[config.mk]
export PLATFORM = sky130hd
export DESIGN_NAME = pwm_capture
export DESIGN_NICKNAME = d
export VERILOG_FILES = /design/src/rtl/timer_pkg.sv /design/src/rtl/pwm_capture_sync_edge_det.sv /design/src/rtl/pwm_capture.sv
export SDC_FILE = /design/constraint.sdc
export NUM_CORES = 1
export LEC_CHECK = 0
export CORE_MARGIN = 2
export CORE_UTILIZATION = 50
export CTS_CLUSTER_DIAMETER = 60
export DETAILED_ROUTE_END_ITERATION = 16
export GPL_TIMING_DRIVEN = 0
export HOLD_SLACK_MARGIN = 0.06
export PLACE_DENSITY = 0.81
export REMOVE_ABC_BUFFERS = 1
export SLEW_MARGIN = 20
export SYNTH_ARGS = -nofsm -noshare
export SYNTH_HDL_FRONTEND = slang
export SYNTH_HIERARCHICAL = 1
export SYNTH_SLANG_ARGS = --single-unit
[constraint.sdc]
create_clock -name CLK -period 2.8 [get_ports CLK]
set_input_delay 0.7 -clock CLK [delete_from_list [all_inputs] [get_ports CLK]]
set_output_delay 0.7 -clock CLK [all_outputs]
set_load 0.1 [all_outputs]
[src/rtl/timer_pkg.sv]
// Shared types and constants for the timer / PWM capture blocks.
// State encoding, counter width and saturating increment.
package timer_pkg;

  localparam int COUNT_W = 32;

  localparam logic [COUNT_W-1:0] CNT_MAX = '1;
  localparam logic [COUNT_W-1:0] CNT_ONE = {{(COUNT_W-1){1'b0}}, 1'b1};

  typedef enum logic [2:0] {
    ST_IDLE = 3'd0,
    ST_ARM  = 3'd1,
    ST_HIGH = 3'd2,
    ST_LOW  = 3'd3,
    ST_DONE = 3'd4
  } cap_state_e;

  function automatic logic [COUNT_W-1:0] sat_inc(
    input logic [COUNT_W-1:0] v
  );
    return (v == CNT_MAX) ? v : v + CNT_ONE;
  endfunction

endpackage

[src/rtl/pwm_capture_sync_edge_det.sv]
// Multi-flop synchronizer with rise/fall detection.
// Edges are flagged the cycle the synchronized level changes.
module sync_edge_det #(
  parameter int SYNC_STAGES = 2
) (
  input  logic clk,
  input  logic rst,
  input  logic din,
  output logic level,
  output logic rise,
  output logic fall
);

  logic [SYNC_STAGES-1:0] sync_q;
  logic                   prev_q;

  // shift the async input through the sync chain, keep last level
  always_ff @(posedge clk) begin
    if (rst) begin
      sync_q <= '0;
      prev_q <= 1'b0;
    end else begin
      sync_q <= {sync_q[SYNC_STAGES-2:0], din};
      prev_q <= sync_q[SYNC_STAGES-1];
    end
  end

  assign level = sync_q[SYNC_STAGES-1];
  assign rise  = level & ~prev_q;
  assign fall  = ~level & prev_q;

endmodule

[src/rtl/pwm_capture.sv]
// PWM period / high-time capture with stuck-level timeout.
// Results land one cycle after the completing rising edge.
module pwm_capture
  import timer_pkg::*;
#(
  parameter int                 SYNC_STAGES = 2,
  parameter logic [COUNT_W-1:0] TIMEOUT     = 32'hFFFF_FFFF
) (
  input  logic               CLK,
  input  logic               RST,
  input  logic               GO_EN,
  input  logic               MODE,
  input  logic               PWM_IN,
  output logic [COUNT_W-1:0] PERIOD_CNT,
  output logic [COUNT_W-1:0] HIGH_CNT,
  output logic               VALID,
  output logic               IRQ_TRG,
  output logic               STUCK,
  output logic               STUCK_LVL
);

  cap_state_e state_q, state_d;

  logic level, rise, fall;
  logic timeout_hit;

  logic [COUNT_W-1:0] period_q, high_q, idle_q;
  logic [COUNT_W-1:0] per_out_q, high_out_q;
  logic               valid_q, stuck_q, lvl_q;

  logic track, cnt_start, inc_period, inc_high;
  logic do_load, do_stuck;

  sync_edge_det #(
    .SYNC_STAGES(SYNC_STAGES)
  ) u_sync (
    .clk  (CLK),
    .rst  (RST),
    .din  (PWM_IN),
    .level(level),
    .rise (rise),
    .fall (fall)
  );

  // an edge in the same cycle always beats the timeout
  assign timeout_hit = (idle_q == TIMEOUT - CNT_ONE) && !(rise || fall);

  // state register
  always_ff @(posedge CLK) begin
    if (RST) state_q <= ST_IDLE;
    else     state_q <= state_d;
  end

  // next-state logic; dropping GO_EN wins over everything
  always_comb begin
    state_d = state_q;
    if (!GO_EN) begin
      state_d = ST_IDLE;
    end else begin
      unique case (state_q)
        ST_IDLE: state_d = ST_ARM;
        ST_ARM:  if (rise) state_d = ST_HIGH;
        ST_HIGH: begin
          if (fall)             state_d = ST_LOW;
          else if (timeout_hit) state_d = ST_ARM;
        end
        ST_LOW: begin
          if (rise)             state_d = MODE ? ST_DONE : ST_HIGH;
          else if (timeout_hit) state_d = ST_ARM;
        end
        ST_DONE: state_d = ST_DONE;
        default: state_d = ST_IDLE;
      endcase
    end
  end

  // per-state datapath controls
  always_comb begin
    track      = 1'b0;
    cnt_start  = 1'b0;
    inc_period = 1'b0;
    inc_high   = 1'b0;
    do_load    = 1'b0;
    do_stuck   = 1'b0;
    if (GO_EN) begin
      unique case (state_q)
        ST_ARM: begin
          track     = 1'b1;
          cnt_start = rise;
          do_stuck  = timeout_hit;
        end
        ST_HIGH: begin
          track      = 1'b1;
          inc_period = 1'b1;
          inc_high   = !fall;
          do_stuck   = timeout_hit;
        end
        ST_LOW: begin
          track      = 1'b1;
          do_load    = rise;
          cnt_start  = rise;
          inc_period = !rise;
          do_stuck   = timeout_hit;
        end
        default: ;
      endcase
    end
  end

  // counters, idle timer and result registers
  always_ff @(posedge CLK) begin
    if (RST) begin
      period_q   <= '0;
      high_q     <= '0;
      idle_q     <= '0;
      per_out_q  <= '0;
      high_out_q <= '0;
      valid_q    <= 1'b0;
      stuck_q    <= 1'b0;
      lvl_q      <= 1'b0;
    end else begin
      valid_q <= do_load;
      stuck_q <= do_stuck;
      if (do_load) begin
        per_out_q  <= period_q;
        high_out_q <= high_q;
      end
      if (do_stuck) lvl_q <= level;
      if (cnt_start) begin
        period_q <= CNT_ONE;
        high_q   <= CNT_ONE;
      end else if (!track) begin
        period_q <= '0;
        high_q   <= '0;
      end else begin
        if (inc_period) period_q <= sat_inc(period_q);
        if (inc_high)   high_q   <= sat_inc(high_q);
      end
      if (!track)                    idle_q <= '0;
      else if (rise || fall || do_stuck) idle_q <= CNT_ONE;
      else                           idle_q <= sat_inc(idle_q);
    end
  end

  assign PERIOD_CNT = per_out_q;
  assign HIGH_CNT   = high_out_q;
  assign VALID      = valid_q;
  assign STUCK      = stuck_q;
  assign STUCK_LVL  = lvl_q;
  assign IRQ_TRG    = valid_q | stuck_q;

endmodule

==> impl_metrics.tcl <==
set metrics [dict create \
    crit_type "register to output port" \
    wire_per_inst_um 14.18 \
    hold_viol_final 0 \
    fin_crit_ps 2670 \
    cts_made_buffers 17 \
    period_share_pct 95.35 \
    grt_pass1_wl_um 28260 \
    powerDensity_nw_per_um2 511.3 \
    placed_area_sq_um 8417 \
    clk_latency_ps 420 \
    setup_viol 0 \
    reg2reg_depth 6 \
    overflow 0 \
    routed-via-count 6686 \
    fp.dieH_um 126.5 \
    drc 0 \
    syn_avg_cell_area_sq_um 8.183 \
    initial_core_util_pct 51.43 \
    slew_viol_final 0 \
    post-dp-hpwl_um 10960 \
    cap_violations 0 \
    drt_pass1_iterations 5 \
    syn_area_sq_um 7503 \
    rows 44 \
    initialDrtViolationCount 454 \
    gp_congestion 0.8514 \
    antenna_found_initial 0 \
    grt_max_degree 76 \
    crit_family "buffers and inverters" \
    ir_drop_mv 0.4162 \
    worst_pin_slew_ps 983.6 \
    placeableCoreArea_sq_um 14590 \
    cts_hold_buffers 0 \
    drive_above_1_share_pct 6.346 \
    cp.depth 2 \
    status "finished clean" \
    cp_max_fo 2 \
    critPathSlowestCell "clkdlybuf4s50_1" \
    hold_ws_ps 451.1 \
    crit_path_start_kind "register" \
    rsz0062_at_grt "no" \
    numPortBuffers 72 \
    p_leak_nw 2.728 \
    grt_usage_pct 20.92 \
    cts.clk_slew.worst_paths_ps 60 \
    arrival_ps 1970 \
    routed_wl_um 16470 \
    nNetsFinal 974 \
    die_area_sq_um 16000 \
    final_util_pct 61.33 \
    ant_nets 0 \
    cts_tree "done" \
    yosysWarnings 6 \
    critPathBufInv 1 \
    cts_resized 1 \
    worst_hold_path.num_cells 2 \
    root_buffer "clkbuf_16" \
    crit_chain "or2_2, clkdlybuf4s50_1" \
    ys_types 55 \
    slowest_delay_ps 1120 \
    boundaryPins 73 \
    endpoint_kind "output port" \
    diodes 0 \
    hp-class "register to register" \
    async_flop_share_pct 0 \
    maxSlewHeadroom_pct 34.22 \
    cts.sinks 169 \
    area_growth_pct 19.24 \
    die_width_um 126.5 \
    first_global_vias 6167 \
    fmax_mhz 374.6 \
    synthesis.instances 917 \
    yosysSeqAreaShare_pct 45.09 \
    cp.required_ps 2100 \
    synth_seq_cells 169 \
    total_power_mw 4.574 \
    via_per_inst 5.759 \
    stdcell_area_sq_um 8947 \
    fin_ws_ps 130.2 \
    pre_cts_ws_ps -438.8 \
    synth-edff-count 0 \
    post-cts-setup-buffers 0 \
    htreeDepth 4 \
    synthFlopType "dfxtp_1" \
    cts_buffer_depth 2 \
    fin_worst_skew_ps 5.878 \
]
## cells by family (layout without fill, tap and decap cells)
group | count (synthesis) | after routing | synth area share [%]
AO/OA/AOI/OAI | 201 | 201 | 15.94
buffers and inverters | 65 | 125 | 3.618
AND/OR/NAND/NOR | 433 | 433 | 29.26
multiplexers | 7 | 7 | 0.9838
XOR/XNOR | 38 | 38 | 4.436
adder cells (fa/ha/maj) | 4 | 4 | 0.6670
flip-flops | 169 | 169 | 45.09
## metrics by stage
step | TNS [ps] | instances
finish | 0 | 1161
global route | 0 | 1161
CTS | 0 | 1161
detailed placement | -6277 | 1130
global placement | -355600 | 1123
floorplan | -17920 | 867
## worst paths after layout
path | from | slack, ps | end
min reg2reg | HIGH_CNT[23] | 450 | HIGH_CNT[23]
max reg2reg | idle_q[16] | 410 | STUCK_LVL
min | HIGH_CNT[23] | 450 | HIGH_CNT[23]
max | VALID | 130 | IRQ_TRG
## cells in the final DEF (no fill, tap or decap), types with 4 or more instances in the layout
cell type        synthesis  routed
nand2_1                179     178
dfxtp_1                169     169
a21oi_1                107     107
clkdlybuf4s50_1          0      71
nor2_1                  65      64
nand3_1                 33      33
o21ai_0                 31      31
or3_1                   28      28
nand4_1                 27      27
and4_1                  26      26
xnor2_1                 24      24
clkbuf_16                0      17
inv_1                   15      15
xor2_1                  14      14
a211oi_1                13      13
or4_1                   13      13
and2_1                  11      11
and3_1                  10      10
a31oi_1                  8       8
o31ai_1                  9       8
a2111oi_0                8       8
nor3_1                   7       7
nor2b_1                  6       6
or2_2                    5       5
o2111ai_1                5       5
clkinv_2                 0       5
nand2b_1                 5       4
a31o_2                   4       4
mux2i_1                  4       4
ha_1                     4       4
buf_16                   0       4
## flip-flops by register name (all words and copies together), names as in the netlist
signal and flops:
HIGH_CNT 32, PERIOD_CNT 32, STUCK 1, STUCK_LVL 1
VALID 1, high_q 32, idle_q 32, period_q 32
state_q 3, u_sync/prev_q 1, u_sync/sync_q 2
## where the power goes
part	switching [mW]	internal (mW)
Combinational	0.0446	0.0181
Clock	0.911	1.19
Sequential	0.00312	2.41
## cell type report
cell class / count / area [sq um]
clock buffers: 23 / 478.0
clock inverters: 8 / 47.55
fillers: 1256 / 5642
inverters: 15 / 56.30
multi-input cells: 683 / 3900
flip-flops and latches: 169 / 3383
well taps: 184 / 230.2
repair buffers: 79 / 852.1
## cells in the mapped netlist, types with 4 or more instances
cell type	count	area, sq um
a2111oi_0	8	70.07
a211oi_1	13	97.59
a21oi_1	107	535.5
a31o_2	4	35.03
a31oi_1	8	50.05
and2_1	11	68.82
and3_1	10	62.56
and4_1	26	227.7
buf_1	5	18.77
buf_2	10	50.05
clkbuf_1	33	123.9
dfxtp_1	169	3383
ha_1	4	50.05
inv_1	15	56.30
mux2i_1	4	40.04
nand2_1	179	671.9
nand2b_1	5	31.28
nand3_1	33	165.2
nand4_1	27	168.9
nor2_1	65	244.0
nor2b_1	6	37.54
nor3_1	7	35.03
o2111ai_1	5	43.79
o21ai_0	31	155.2
o31ai_1	9	67.56
or2_2	5	31.28
or3_1	28	175.2
or4_1	13	97.59
xnor2_1	24	210.2
xor2_1	14	122.6
## routing by layer
layer,up-vias,GRT usage [%],share of wire (%)
li1,3369,-,-
met1,3152,27.47,47
met2,149,33.91,47
met3,16,5.103,4.7
met4,0,6.981,1.3
met5,-,0,0
## worst min-delay path, cell delays in order (launching register included)
cell and delay (ps):
dfxtp_1 300, nand2_1 50, a21oi_1 50
(Power assumes the default switching activity.)
